### config.mk
export PLATFORM = sky130hd
export DESIGN_NAME = seg_dynamic
export DESIGN_NICKNAME = d
export VERILOG_FILES = /design/src/rtl/seg_dynamic.sv
export SDC_FILE = /design/constraint.sdc
export NUM_CORES = 1
export LEC_CHECK = 0
export ABC_AREA = 1
export CAP_MARGIN = 40
export CORE_MARGIN = 2
export CORE_UTILIZATION = 27
export DETAILED_ROUTE_END_ITERATION = 16
export DONT_BUFFER_PORTS = 1
export PLACE_DENSITY_LB_ADDON = 0.12
export REMOVE_ABC_BUFFERS = 1
export SLEW_MARGIN = 20
export SYNTH_ARGS = -nofsm -noshare
export SYNTH_HDL_FRONTEND = slang
export SYNTH_SLANG_ARGS = --single-unit
export TNS_END_PERCENT = 1
### constraint.sdc
create_clock -name sys_clk -period 2.35 [get_ports sys_clk]
set_clock_uncertainty 0.05 [all_clocks]
set_input_delay 0.47 -clock sys_clk [delete_from_list [all_inputs] [get_ports sys_clk]]
set_output_delay 0.47 -clock sys_clk [all_outputs]
set_load 0.02 [all_outputs]
### src/rtl/seg_dynamic.sv
// seg_dynamic: taxi-meter display back-end.
// Saturates the 20-bit fare and converts it to six BCD digits with a sequential
// double-dabble engine. The digits are scanned onto a six-digit common-anode
// 7-segment module, with leading-zero blanking, an optional minus sign and
// per-digit decimal points.
module seg_dynamic #(
    parameter logic [15:0] CNT_MAX = 16'd49_999
) (
    input  logic        sys_clk,
    input  logic        sys_rst_n,
    input  logic [19:0] price,
    input  logic [5:0]  point,
    input  logic        seg_en,
    input  logic        sign,
    output logic [5:0]  sel,
    output logic [7:0]  seg
);

    typedef enum logic [1:0] {
        S_IDLE,
        S_LOAD,
        S_SHIFT,
        S_DONE
    } state_t;

    localparam logic [4:0] SHIFT_LAST = 5'd19;
    localparam logic [2:0] IDX_LAST   = 3'd5;

    // Anything above the six-digit range is shown as all nines.
    function automatic logic [19:0] sat_price(input logic [19:0] p);
        return (p > 20'd999_999) ? 20'd999_999 : p;
    endfunction

    // Double-dabble correction: every nibble of 5 or more gets +3 before the shift.
    function automatic logic [23:0] add3_nibbles(input logic [23:0] b);
        logic [23:0] r;
        r = b;
        for (int i = 0; i < 6; i++) begin
            if (b[4*i +: 4] >= 4'd5) begin
                r[4*i +: 4] = b[4*i +: 4] + 4'd3;
            end
        end
        return r;
    endfunction

    // Active-low segment pattern {dp,g,f,e,d,c,b,a} for one decimal digit.
    function automatic logic [7:0] glyph(input logic [3:0] d);
        logic [7:0] g;
        case (d)
            4'd0:    g = 8'hC0;
            4'd1:    g = 8'hF9;
            4'd2:    g = 8'hA4;
            4'd3:    g = 8'hB0;
            4'd4:    g = 8'h99;
            4'd5:    g = 8'h92;
            4'd6:    g = 8'h82;
            4'd7:    g = 8'hF8;
            4'd8:    g = 8'h80;
            4'd9:    g = 8'h90;
            default: g = 8'hFF;
        endcase
        return g;
    endfunction

    state_t      r_state;
    logic [4:0]  r_shift_cnt;
    logic [19:0] r_bin;
    logic [23:0] r_bcd;
    logic [23:0] r_disp_bcd;
    logic [15:0] r_scan_cnt;
    logic [2:0]  r_idx;

    logic [23:0] w_bcd_adj;
    logic        w_tick;
    logic [2:0]  w_high;
    logic [3:0]  w_nib;
    logic [7:0]  w_glyph;

    assign w_bcd_adj = add3_nibbles(r_bcd);
    assign w_tick    = (r_scan_cnt == CNT_MAX);

    // ---- conversion control: IDLE -> LOAD -> SHIFT x20 -> DONE -> LOAD ----
    // Converter sequencing; the display register changes only when a pass completes.
    always_ff @(posedge sys_clk or negedge sys_rst_n) begin
        if (!sys_rst_n) begin
            r_state     <= S_IDLE;
            r_shift_cnt <= '0;
            r_disp_bcd  <= '0;
        end else begin
            case (r_state)
                S_IDLE: begin
                    r_state <= S_LOAD;
                end
                S_LOAD: begin
                    r_shift_cnt <= '0;
                    r_state     <= S_SHIFT;
                end
                S_SHIFT: begin
                    if (r_shift_cnt == SHIFT_LAST) begin
                        r_state <= S_DONE;
                    end else begin
                        r_shift_cnt <= r_shift_cnt + 5'd1;
                    end
                end
                S_DONE: begin
                    r_disp_bcd <= r_bcd;
                    r_state    <= S_LOAD;
                end
                default: begin
                    r_state <= S_IDLE;
                end
            endcase
        end
    end

    // ---- conversion datapath ----
    // Binary/BCD shift pair; price is sampled only at LOAD so mid-pass changes wait a pass.
    always_ff @(posedge sys_clk) begin
        case (r_state)
            S_LOAD: begin
                r_bin <= sat_price(price);
                r_bcd <= '0;
            end
            S_SHIFT: begin
                {r_bcd, r_bin} <= {w_bcd_adj, r_bin} << 1;
            end
            default: begin
                r_bin <= r_bin;
                r_bcd <= r_bcd;
            end
        endcase
    end

    // ---- scan timing ----
    // Dwell counter and digit index; idx advances once per counter wrap.
    always_ff @(posedge sys_clk or negedge sys_rst_n) begin
        if (!sys_rst_n) begin
            r_scan_cnt <= '0;
            r_idx      <= '0;
        end else if (w_tick) begin
            r_scan_cnt <= '0;
            r_idx      <= (r_idx == IDX_LAST) ? 3'd0 : r_idx + 3'd1;
        end else begin
            r_scan_cnt <= r_scan_cnt + 16'd1;
        end
    end

    // Position of the most significant nonzero digit (0 when the value is 0).
    always_comb begin
        w_high = 3'd0;
        for (int i = 1; i < 6; i++) begin
            if (r_disp_bcd[4*i +: 4] != 4'd0) begin
                w_high = 3'(i);
            end
        end
    end

    // Glyph of the digit under scan: number, minus just left of the number, or blank.
    always_comb begin
        w_nib   = r_disp_bcd[{r_idx, 2'b00} +: 4];
        w_glyph = 8'hFF;
        if (r_idx <= w_high) begin
            w_glyph = glyph(w_nib);
        end else if (sign && (r_idx == w_high + 3'd1)) begin
            w_glyph = 8'hBF;
        end
        if (point[r_idx]) begin
            w_glyph[7] = 1'b0;
        end
    end

    // ---- output stage ----
    // Registered digit drive so sel and seg always change on the same edge.
    always_ff @(posedge sys_clk or negedge sys_rst_n) begin
        if (!sys_rst_n) begin
            sel <= 6'b000000;
            seg <= 8'hFF;
        end else if (seg_en) begin
            sel <= 6'b000001 << r_idx;
            seg <= w_glyph;
        end else begin
            sel <= 6'b000000;
            seg <= 8'hFF;
        end
    end

endmodule

# Yosys cells after proc, flatten, opt, wreduce, memory -nomap -nowiden

Memory sizes are Yosys's and may differ from the RTL's.
Cells that the tools add are included.

Reduce and logical (&&, ||, !) cells: 10
Muxes and demuxes: 27
Add/sub/neg operators: 10
Shifts and indexed selects: 2
Eq/ne operators: 9
Order comparisons: 9

Operators by type and width:

| operator                                             | count |
|---|---|
| case mux 24 bit (2 select lines)                     | 1 |
| case mux 20 bit (2 select lines)                     | 1 |
| >= comparator 4 x 3 -> 1 bit (second input constant) | 6 |
| variable part select 24 x 6 -> 4 bit                 | 1 |
| adder 4 x 2 -> 4 bit (second input constant)         | 5 |
| > comparator 20 bit (second input constant)          | 1 |
| two-way mux 20 bit                                   | 1 |
| two-way mux 4 bit                                    | 5 |
| nonzero test 4 bit                                   | 5 |
| two-way mux 3 bit                                    | 6 |
| adder 16 x 1 -> 16 bit (second input constant)       | 1 |
| == test 16 bit (second input constant)               | 1 |
| two-way mux 16 bit                                   | 1 |
| two-way mux 8 bit                                    | 2 |
| case mux 5 bit (2 select lines)                      | 1 |
| two-way mux 7 bit                                    | 1 |
| adder 3 x 1 -> 3 bit (second input constant)         | 2 |
| two-way mux 6 bit                                    | 1 |
| case mux 2 bit (3 select lines)                      | 1 |
| left shift 1 x 3 -> 6 bit (first input constant)     | 1 |
| adder 5 x 1 -> 5 bit (second input constant)         | 1 |
| == test 5 bit (second input constant)                | 1 |
| two-way mux 5 bit                                    | 1 |
| == test 2 bit (second input constant)                | 2 |
| 15 further kinds                                     | 18 |

Memories kept: 1
Memory bits (read-only): 112
Bits of input ports: 30
Register bits: 108
Word-level logic and storage cells: 77
Output and inout bits: 14

Memory list:

| memory          | words | bits a word | read ports | clocked after Yosys merged registers in | write ports | line | source |
|---|---|---|---|---|---|---|---|
| (no name shown) | 16    | 7           | 1          | 0                                       | 0           | 49   | `case (d)` |

# Depth between registers and ports, before layout

Depth in word-level cells: 13
Mapped depth: 14
Mapped depth without buffers: 14

# Least setup slack after synthesis

Ideal clock, no wire load.

Path type: register to register
Start: register r_state[0]
End: register r_bcd[0] (enable)
Required time: 1.901 ns
Clock period less this slack: 2.049 ns
Stages on the path, launching flop included: 4
Arrival: 1.600 ns
Library setup time: 0.399 ns
Path slack: 0.301 ns
Path buffers: 0
Path through: dfrtp_1 > inv_1 > ha_1 > inv_1

Longest elaborated chain between the ends: 2
Elaborated cells on any way between the ends: 3
Classes of those cells: eq/ne: 2; reduce/logical: 1

Ends and longest elaborated chain:

| item                                                    | line | source |
|---|---|---|
| start: declaration                                      | 65   | `state_t r_state;` |
| start signal: assignment                                | 86   | `r_state <= S_IDLE;` |
| start signal: assignment                                | 92   | `r_state <= S_LOAD;` |
| start signal: assignment                                | 96   | `r_state <= S_SHIFT;` |
| == test 2 bit or == test 2 x 1 -> 1 bit (tied branches) | 119  | `case (r_state)` |
| nonzero test 2 bit (no line) *                          | -    |  |
| end signal: assignment                                  | 125  | `{r_bcd, r_bin} <= {w_bcd_adj, r_bin} << 1;` |
| end signal: assignment                                  | 129  | `r_bcd <= r_bcd;` |
| end: declaration                                        | 68   | `logic [23:0] r_bcd;` |

Every way passes the cells marked *; elsewhere a longest branch is shown, timed or not.
A chain may end at the register's enable or synchronous reset.

# Worst setup path in the final report

Start: register r_disp_bcd[9]
End: register seg[6]

Longest elaborated chain between the ends: 11
Elaborated cells on any way between the ends: 14
Classes of those cells: add/sub: 1; order compare: 1; eq/ne: 1; shift: 1; mux: 7; reduce/logical: 2; memory: 1

Ends and longest elaborated chain:

| item                            | line | source |
|---|---|---|
| start: declaration              | 69   | `logic [23:0] r_disp_bcd;` |
| start signal: assignment        | 106  | `r_disp_bcd <= r_bcd;` |
| nonzero test 4 bit              | 152  | `if (r_disp_bcd[4*i +: 4] != 4'd0) begin` |
| two-way mux 3 bit (4 in series) | 152  |  |
| adder 3 x 1 -> 3 bit            | 164  | `end else if (sign && (r_idx == w_high + 3'd1)) begin` |
| == test 3 bit                   | 164  |  |
| logical AND 1 bit               | 164  |  |
| two-way mux 7 bit               | 164  |  |
| two-way mux 8 bit *             | 162  | `if (r_idx <= w_high) begin` |
| two-way mux 8 bit *             | 178  | `end else if (seg_en) begin` |
| end signal: assignment          | 180  | `seg <= w_glyph;` |
| end: declaration                | 16   | `output logic [7:0] seg` |

Marked as above.

==> results.toml <==
[run_status]
status = "complete, no violations"

[finish]
multiInputGateArea_mm2 = 0.00233
seqCellArea_mm2 = 0.00293
final_nets = 727
fillers = 2216
syn_to_final_growth_pct = 12.9
diodes = 0
drive_gt1_share_pct = 11.0
final_util_pct = 30.9

[power]
power_density_mw_per_mm2 = 751
leakagePower_nw = 3.00
max-vdd-ir-drop_v = 0.000302
p_total_mw = 4.85

[clock_network]
cts_root_buf = "clkbuf_16"
post-cts-setup-buffer-count = 0
clockBufferDepth = 2
cts_max_level = 3
cts.clk_slew.worst_paths_ps = 70
cts_tree = "built"
clkLatencyLatePin_ps = 360
clock-sinks = 108
numCtsBuffers = 9

[timing]
rsz0062_at_grt = "false"
finalSetupTns_ps = 0
max_slew.worst_pin.slew_ps = 590
max-slew-margin-rel_pct = 60.4
period_share_pct = 89.4
fmax_ghz = 0.476
period_needed_ps = 2100
setup_violations = 0
hold_viol = 0
slew_violations = 0

[critical_path]
arrival_ps = 2340
crit_buf_inv = 1
end_kind = "flop"
path_class = "reg -> reg"
cp-start-kind = "flop"
max_stage_delay_ps = 410
critPathMaxFanout = 3
critical_path.top_delay_family = "compound AO/OA/AOI/OAI gates"
crit_chain = "nor4_2 > inv_1 > o21a_1 > o21ai_1 > ha_1 > xnor2_1 > nand4_1 > o21ai_0 > nand2_1"
crit_slowest_cell = "dfrtp_1"
critPathRequiredTime_ps = 2590

[yosys]
synth_area_leaders = "dfrtp_1 (24%), edfxtp_1 (23%), nand2_1 (9.4%), inv_1 (6.5%), ha_1 (6.1%)"
synth-edff-count = 44
synthCells = 657
synth-async-reset-ratio_pct = 59.3
netlist_area_mm2 = 0.00573
yosysTopAreaCell = "dfrtp_1"
ys_seq_area_share_pct = 51.2
synth_common_cells = "nand2_1 (144), inv_1 (99), dfrtp_1 (56)"
yosys_warnings = 0
yosys.area.top_type_share_pct = 24.5
ys_ff_latch = 108
ys.flop_type = "dfrtp_1"
yosysUniqueCellTypes = 42
yosysMostFrequentCell = "nand2_1"
avgSynthCellArea_um2 = 8.72

[global_route]
gr-total-overflow = 0
grt_pass1_wl_um = 20200
grt_start_max_net_pins = 65
grt_usage_pct = 11.2
grt_pass1_vias = 4215
antenna_found_initial = 0

[detailed_routing]
top_layer = "met4"
wl_met1_um = 5740
route.antenna.remaining_nets = 0
dr_wl_met3_um = 525
vias = 4158
drt_wl_total_um = 11500
wl_per_cell_um = 12.2
first_pass_iters = 4
viasPerCell = 4.38
met2_length_um = 5140
dr.first_iter.drc_count = 188
drc = 0

[placement]
io_buffers = 0
finalWeightedCongestion = 0.761
dp_hpwl_um = 8440

[floorplanning]
io_pins = 44
rows = 53
die_area_mm2 = 0.0224
initial_core_util_pct = 27.4
core_area_mm2 = 0.0209
die_w_um = 150
fp.dieH_um = 150

[worst_hold_path]
min_path_type = "in -> reg"

[job]
drv_cap = 0
## per-stage QoR
| step | hold slack [ps] | instance area [um^2] | setup slack, ps | std cells |
|---|---|---|---|---|
| after CTS | 79.7 | 6450 | 49.3 | 949 |
| after floorplan | 124 | 5640 | -20.8 | 641 |
| after detailed placement | 127 | 6110 | 72.2 | 931 |
| final | 100 | 6460 | 250 | 949 |
| after global routing | 90.2 | 6460 | 46.2 | 949 |
| after global placement | 127 | 6110 | 125 | 931 |
## worst register-to-register path, delay by kind of cell, from the launching register on
| family | cells | cell delay (ps) |
|---|---|---|
| compound gates | 3 | 580 |
| fa+ha+maj | 1 | 290 |
| flops | 1 | 410 |
| xor+xnor | 1 | 160 |
| simple gates | 3 | 480 |
| buf+inv | 1 | 70 |
## worst paths after layout
| path | startpoint | end | slack, ps | cells after the start |
|---|---|---|---|---|
| max | r_disp_bcd[9] | seg[6] | 250 | 9 |
| max in group asynchronous | sys_rst_n | seg[1] | 1360 | 2 |
| min reg2reg | r_scan_cnt[0] | r_scan_cnt[0] | 420 | 1 |
| min in group asynchronous | sys_rst_n | r_scan_cnt[11] | 580 | 2 |
| max reg2reg | r_disp_bcd[9] | seg[6] | 250 | 9 |
| min | seg_en | seg[7] | 100 | 1 |
## cells by family (layout without fill, tap and decap cells)
logic type      after synthesis  count (layout)  share of synthesized area [%]
compound gates              118             118                           11.7
xor+xnor                     12              12                           1.84
fa+ha+maj                    28              28                           6.12
buf+inv                     121             138                           8.43
flops                       108             108                           51.2
mux                           2               2                          0.393
simple gates                268             268                           20.3
## routing by layer
| layer | track usage (%) | vias up |
|---|---|---|
| met4 | 3.57 | 0 |
| met1 | 14.7 | 1899 |
| met2 | 18.2 | 79 |
| li1 | - | 2170 |
| met3 | 2.84 | 10 |
| met5 | 0 | - |
## what timing repair did
item / in CTS / in global routing
setup endpoints to repair: 0 / 7
gates resized for setup: 0 / 5
endpoints found under the hold margin: 64 / 0
hold buffers: 2 / 0
## area by class of cell
| type | instances | share of cell area (%) |
|---|---|---|
| Clock buffer | 10 | 3.87 |
| Clock inverter | 6 | 0.755 |
| Inverter | 105 | 6.17 |
| Multi-Input combinational cell | 428 | 36.0 |
| Sequential cell | 108 | 45.4 |
| Tap cell | 275 | 5.32 |
| Timing Repair Buffer | 17 | 2.52 |
## cell usage in the layout, fill, tap and decap left out, drive strengths merged, types with 3 or more instances in the layout
master | Yosys | routed
nor4 | 6 | 6
o22ai | 3 | 3
a211oi | 7 | 7
or2 | 6 | 6
nor2 | 54 | 54
xor2 | 10 | 10
nand2 | 154 | 154
o21ai | 61 | 61
clkbuf | 7 | 10
a21oi | 39 | 39
nor3 | 13 | 13
nand4 | 10 | 10
dfstp | 8 | 8
nand3 | 22 | 22
inv | 105 | 109
buf | 9 | 16
dfrtp | 56 | 56
edfxtp | 44 | 44
ha | 28 | 28
## state kept, by name, summed over array words and instances, names as in the netlist
name,cells
r_bcd,24
r_bin,20
r_disp_bcd,24
r_idx,3
r_scan_cnt,16
r_shift_cnt,5
r_state,2
seg,8
sel,6
## power by group
group          switching (mW)  internal [mW]  total [mW]
Combinational           0.526          0.326       0.852
Clock                   0.745          0.801        1.55
Sequential              0.214           2.24        2.46
Total                    1.49           3.37        4.85
(Power assumes the default switching activity.)
